$ cat src/rtl/video_capture_data.sv
// video_capture_data: captures an external hs/vs/de video stream into the frame-buffer write FIFO,
// handshaking each frame with the writer and measuring the active frame size.
module video_capture_data #(
  parameter int DATA_WIDTH = 24,
  parameter bit VS_ACTIVE_HIGH = 1'b1
) (
  input  logic                  video_clk,
  input  logic                  rst,
  input  logic                  vin_hs,
  input  logic                  vin_vs,
  input  logic                  vin_de,
  input  logic [DATA_WIDTH-1:0] vin_data,
  output logic                  write_req,
  input  logic                  write_req_ack,
  output logic                  write_en,
  output logic [DATA_WIDTH-1:0] write_data,
  output logic [11:0]           frame_width,
  output logic [11:0]           frame_height,
  output logic                  frame_done,
  output logic                  frame_drop
);
  typedef enum logic [1:0] {IDLE, WAIT_ACK, CAPTURE, SKIP} state_t;
  state_t state, state_n;
  logic vs_n, vs_d0, vs_d1, de_d0, de_d1, vs_start, de_fall, cap;
  logic [DATA_WIDTH-1:0] data_d0, data_n;
  logic req_n, en_n, done_n, drop_n;
  logic [11:0] h_cnt, v_cnt, line_width, h_n, v_n, lw_n, fw_n, fh_n;
  logic hs_unused;
  assign hs_unused = vin_hs;
  assign vs_n = VS_ACTIVE_HIGH ? vin_vs : ~vin_vs;
  assign vs_start = vs_d0 & ~vs_d1;
  assign de_fall = ~de_d0 & de_d1;
  always_ff @(posedge video_clk or posedge rst)
    if (rst) begin
      {vs_d1, vs_d0, de_d1, de_d0} <= '0;
      data_d0 <= '0;
    end else begin
      {vs_d1, vs_d0} <= {vs_d0, vs_n};
      {de_d1, de_d0} <= {de_d0, vin_de};
      data_d0 <= vin_data;
    end
  // an ack in WAIT_ACK already counts as capturing, so a pixel arriving with the ack is kept
  always_comb begin
    state_n = state;
    req_n = write_req & ~write_req_ack;
    done_n = 1'b0;
    drop_n = 1'b0;
    fw_n = frame_width;
    fh_n = frame_height;
    cap = 1'b0;
    case (state)
      IDLE: if (vs_start) begin
        req_n = 1'b1;
        state_n = WAIT_ACK;
      end
      WAIT_ACK: if (write_req_ack) begin
        cap = 1'b1;
        state_n = CAPTURE;
      end else if (vs_start | de_d0) begin
        drop_n = 1'b1;
        state_n = vs_start ? WAIT_ACK : SKIP;
      end
      CAPTURE: begin
        cap = 1'b1;
        if (vs_start) begin
          done_n = 1'b1;
          fw_n = line_width;
          fh_n = v_cnt;
          req_n = 1'b1;
          state_n = WAIT_ACK;
        end
      end
      SKIP: if (vs_start) begin
        req_n = 1'b1;
        state_n = WAIT_ACK;
      end
      default: state_n = IDLE;
    endcase
    en_n = cap & de_d0;
    data_n = cap ? data_d0 : write_data;
  end
  always_comb begin
    h_n = h_cnt;
    v_n = v_cnt;
    lw_n = line_width;
    if (vs_start) begin
      h_n = '0;
      v_n = '0;
    end else if (cap & de_fall) begin
      lw_n = h_cnt;
      h_n = '0;
      v_n = &v_cnt ? v_cnt : v_cnt + 12'd1;
    end else if (cap & de_d0) h_n = &h_cnt ? h_cnt : h_cnt + 12'd1;
  end
  always_ff @(posedge video_clk or posedge rst)
    if (rst) begin
      state <= IDLE;
      write_req <= 1'b0;
      write_en <= 1'b0;
      write_data <= '0;
      frame_width <= '0;
      frame_height <= '0;
      frame_done <= 1'b0;
      frame_drop <= 1'b0;
      h_cnt <= '0;
      v_cnt <= '0;
      line_width <= '0;
    end else begin
      state <= state_n;
      write_req <= req_n;
      write_en <= en_n;
      write_data <= data_n;
      frame_width <= fw_n;
      frame_height <= fh_n;
      frame_done <= done_n;
      frame_drop <= drop_n;
      h_cnt <= h_n;
      v_cnt <= v_n;
      line_width <= lw_n;
    end
endmodule
$ cat config.mk
export PLATFORM = sky130hd
export DESIGN_NAME = video_capture_data
export DESIGN_NICKNAME = d
export VERILOG_FILES = /design/src/rtl/video_capture_data.sv
export SDC_FILE = /design/constraint.sdc
export NUM_CORES = 1
export LEC_CHECK = 0
export CELL_PAD_IN_SITES_DETAIL_PLACEMENT = 0
export CELL_PAD_IN_SITES_GLOBAL_PLACEMENT = 1
export CORE_UTILIZATION = 26
export CTS_BUF_LIST = sky130_fd_sc_hd__clkbuf_8
export CTS_CLUSTER_SIZE = 28
export DETAILED_ROUTE_END_ITERATION = 12
export DONT_BUFFER_PORTS = 1
export MAX_ROUTING_LAYER = met4
export PLACE_DENSITY = 0.58
export SKIP_CTS_REPAIR_TIMING = 1
export SYNTH_ARGS = -nofsm -noshare
export SYNTH_HDL_FRONTEND = slang
export SYNTH_SLANG_ARGS = --single-unit
$ cat constraint.sdc
create_clock -name video_clk -period 5.4 [get_ports video_clk]
set_input_delay 1.08 -clock video_clk [delete_from_list [all_inputs] [get_ports video_clk]]
set_output_delay 1.08 -clock video_clk [all_outputs]
set_load 0.005 [all_outputs]
# --- After elaboration in Yosys (flattened, before gate mapping) ---
# Cells that the tools add are included.
totals:
  regBits: 118
  inputBits: 30
  output_inout_bits: 52
  elab_cells: 67
op_classes:
  add_sub_neg: 2
  n_mux: 21
  n_reduce_logical: 11
  n_eq_ne: 7
  bitwise_logic: 10
ops:
  columns: ["op", "count"]
  rows:
  - ["$mux W12", 7]
  - ["$add A12 B1 Y12 const B", 2]
  - ["$reduce_and A12 Y1", 2]
  - ["$reduce_and A2 Y1", 5]
  - ["$mux W1", 8]
  - ["$mux W2", 4]
  - ["$ne A3 B3 Y1 const B", 2]
  - ["$and A1 B1 Y1", 5]
  - ["$eq A2 B2 Y1 const B", 2]
  - ["$not A1 Y1", 4]
  - ["$pmux W2 S2", 1]
  - ["$reduce_bool A3 Y1", 1]
  - ["$reduce_or A3 Y1", 1]
  - ["$eq A2 B1 Y1 const B", 1]
  - ["$logic_not A2 Y1", 1]
  - ["$ne A2 B1 Y1 const B", 1]
  - ["$ne A2 B2 Y1 const B", 1]
  - ["$pmux W1 S2", 1]
  - ["$reduce_bool A2 Y1", 1]
  - ["$or A1 B1 Y1", 1]

# --- Longest topological paths before layout ---
logic_depth:
  word_depth: 6
  ltp_mapped: 8
  mapped_depth_nobuf: 7

# --- Least setup slack after synthesis ---
# No wires, ideal clock.
synth_path:
  kind: "input -> register"
  startpoint: "in write_req_ack"
  endpoint: "reg line_width[0]"
  required_time_ns: 5.275
  path_buffers: 2
  setup_slack_ns: 3.128
  cell_stages: 6
  setup_ns: 0.125
  t_arrival_ns: 2.147
  cell_sequence: "a21o_1 buf_6 and2_2 nand2_1 buf_4 mux2_2"
synth_via:
  elab_chain_len: 4
synth_rtl:
  columns: ["element", "line_no", "rtl"]
  rows:
  - ["start: declaration", "14", "input logic write_req_ack,"]
  - ["$mux W1", "56", "WAIT_ACK: if (write_req_ack) begin"]
  - ["$pmux W1 S2", "51", "case (state)"]
  - ["$and A1 B1 Y1", "89", "end else if (cap & de_fall) begin"]
  - ["$reduce_and A2 Y1 (no source line)", null, null]
  - ["end signal: assignment", "119", "line_width <= lw_n;"]
  - ["end: declaration", "27", "logic [11:0] h_cnt, v_cnt, line_width, h_n, v_n, lw_n, fw_n, fh_n;"]
# No other way between the ends.
# A chain may end at the register's enable or synchronous reset.

# --- Final worst setup path ---
layout_path:
  startpoint: "reg state[0]"
  endpoint: "reg v_cnt[3]"
layout_via:
  elab_chain_len: 5
  elab_cells_between_ends: 6
  classes_between: "eq/ne (2); mux (1); bitwise (1); reduce/logical (2)"
layout_rtl:
  columns: ["element", "line_no", "rtl"]
  rows:
  - ["start: declaration", "23", "state_t state, state_n;"]
  - ["start signal: assignment", "109", "state <= state_n;"]
  - ["$eq A2 B2 Y1 or $eq A2 B1 Y1 (tied branches)", "51", null]
  - ["$pmux W1 S2 (*)", "51", null]
  - ["$and A1 B1 Y1 (*)", "89", null]
  - ["$reduce_bool A2 Y1 (no source line) (*)", null, null]
  - ["$reduce_and A2 Y1 (no source line) (*)", null, null]
  - ["end signal: assignment", "118", "v_cnt <= v_n;"]
  - ["end: declaration", "27", null]
# Every way passes the cells marked *; elsewhere a longest branch is shown, timed or not.

==> flow_summary.toml <==
[route]
post_drt_wl_per_cell_um = 16.30
wirelength_um = 9419
via_count = 2756
ant_nets = 0
vias_per_cell = 4.768
drtIter0Drc = 114
firstDrtPassIters = 4
drc_errors = 0

[power_and_ir_drop]
total_power_mw = 2.320
peakVddDrop_mv = 0.2405
leakagePower_nw = 2.356
powerDensity_nw_per_um2 = 442.5
p_int_mw = 1.692
pwr-share-seq = 0.486
p_clk_frac = 0.358
switchingPower_mw = 0.6285
switching_share = 0.2709
p_comb_frac = 0.156

[logic_synthesis]
synth_edf_count = 0
synth_ff_type = "dfrtp_1"
syn-cell-area_um2 = 4609
yosysUniqueCellTypes = 44
netlist_instances = 331
yosys_warnings = 0
synth.most_common_cell = "dfrtp_1"
synth_nets = 366
avgSynthCellArea_um2 = 13.93
async_flop_share = 1.000
synthTopCellsByCount = "118 x dfrtp_1, 57 x mux2_2, 18 x a21oi_1"
ys_ff_latch = 118
synth_top_area_frac = 0.6406
synthTopCellsByArea = "dfrtp_1 64%, mux2_2 14%, a21oi_1 2.0%"
yosysTopAreaCell = "dfrtp_1"
yosysSeqAreaShare = 0.6406

[finish]
final_net_count = 375
syn_to_final_growth_pct = 13.76
diodes = 0
drive_gt1_frac = 0.2776

[global_route]
use_met1 = 0.1383
grt_pass1_wl_um = 15120
grt-ovfl-total = 0
track_usage = 0.1146
antenna_found_initial = 0
use_met2 = 0.1575
grt-busiest-layer = "met2"
grt_pass1_vias = 2775
grt_max_degree = 56
use_met3 = 0.05013

[cts]
tritoncts = "done"
insertion_delay_ps = 430
clockBufferDepth = 2
clk_pin_slew_worst_paths_ps = 70
cts_inserted_buffers = 17
cts-root-buf = "clkbuf_8"
htreeDepth = 4
numClockSinks = 118

[critical_path]
required_ps = 5750
path_max_fanout = 15
r2r_slack_ps = 3120
worstReg2RegEnd = "v_cnt[3]$_DFFE_PP0P_"
r2r_start = "state[0]$_DFFE_PP0P_"
cp-start-kind = "flop"
crit_type = "flop to flop"
cp.arrival_ps = 2640
endpoint_kind = "flop"
reg2reg_depth = 6

[sta]
min_period_ps = 2283
finalHoldViolCount = 0
relSlewSlack = 0.3199
maxSlewViolCount = 0
layout_setup_ws_ps = 3117
fmax_ghz = 0.4380
fin_skew_ps = 12.97
finalSetupTns_ps = 0
hold_slack_ps = 406.5
finalSetupViolCount = 0
rsz0062_at_grt = "no"
worst_pin_slew_ps = 1018
period_share = 0.4228

[floorplan]
die_x_um = 135.2
core-area_um2 = 17300
die_y_um = 135.2
die_area_um2 = 18270
num_rows = 48
pin_count = 82
start_util = 0.2665

[placement]
dpl.hpwl_um = 6244
io_buffers = 0
dp_slack_ps = 2776
gp_congestion = 0.7293

[worst_hold_path]
whs_endpoint = "vs_d1$_DFF_PP0_"
hold_class = "flop to flop"
whs_path_depth = 0
hold_start = "vs_d0$_DFF_PP0_"

[run]
max_cap_violations = 0

[status]
outcome = "finished clean"
==> worst max path at each step <==
stage | startpoint | cells past startpoint | endpoint
4_1_cts | state[0]$_DFFE_PP0P_ | 6 | v_cnt[3]$_DFFE_PP0P_
5_1_grt | state[0]$_DFFE_PP0P_ | 6 | v_cnt[3]$_DFFE_PP0P_
3_5_place_dp | write_req_ack | 4 | v_cnt[3]$_DFFE_PP0P_
3_3_place_gp | write_req_ack | 4 | line_width[5]$_DFFE_PP0P_
6_report | state[0]$_DFFE_PP0P_ | 6 | v_cnt[3]$_DFFE_PP0P_
2_1_floorplan | rst | 1 | data_d0[0]$_DFF_PP0_
==> area by class of cell <==
class,count,area (um2)
inverters,9,36.28
repair buffers,4,30.03
well taps,225,281.5
clock inverters,12,135.1
clock buffers,20,275.3
fillers,1738,12050
multi-input cells,190,1533
flip-flops and latches,118,2953
==> sequential cells by signal, summed over array words and instances, names as in the netlist, 2 cells and up <==
name / cells
data_d0: 24
frame_height: 12
frame_width: 12
h_cnt: 12
line_width: 12
state: 2
v_cnt: 12
write_data: 24
==> worst max-delay path: stages (launching register included) <==
cell and delay (ps):
dfrtp_1 400, inv_1 60, ha_1 340, nor3b_2 290, nand2_1 340, or4_1 600
a21oi_1 160
==> cells by family (layout without fill, tap and decap cells) <==
kind of cell             after synthesis  count (layout)  synth area share
flip-flops                           118             118            0.6406
buffers and inverters                 23              45           0.02742
multiplexers                          60              60            0.1466
adder cells (fa/ha/maj)                5               5           0.01357
AO/OA/AOI/OAI                         56              56           0.07791
AND/OR/NAND/NOR                       69              69           0.09392
==> layer usage <==
metal / share of wire / wire (um) / up-vias
li1: - / - / 1242
met3: 0.084 / 791 / 21
met2: 0.44 / 4117 / 85
met4: 0.024 / 230 / 0
met5: 0 / 0 / -
met1: 0.45 / 4280 / 1408
==> layout by cell type (no fill, tap or decap), drive strengths merged, types with 8 or more instances in the layout <==
| master | instances |
|---|---|
| a21oi | 18 |
| clkbuf | 20 |
| dfrtp | 118 |
| inv | 12 |
| mux2 | 60 |
| nand2 | 15 |
| nand4 | 8 |
| o21ai | 9 |
| o31ai | 12 |
| or4 | 9 |
==> power by group through the flow <==
stage / logic [mW] / clock network (mW) / registers (mW)
2_1_floorplan: 0.317 / 0 / 1.11
3_3_place_gp: 0.358 / 0 / 1.14
3_5_place_dp: 0.369 / 0 / 1.15
4_1_cts: 0.372 / 0.869 / 1.13
5_1_grt: 0.405 / 0.900 / 1.15
6_report: 0.361 / 0.831 / 1.13
==> metrics by stage <==
step / cells / util / area [um2]
after detailed placement: 546 / 0.2794 / 4833
after CTS: 578 / 0.3032 / 5244
final: 578 / 0.3032 / 5244
after global routing: 578 / 0.3032 / 5244
after floorplan: 331 / - / 4609
after global placement: 546 / 0.2794 / 4833
No activity file was read; power rests on OpenSTA's default activity.
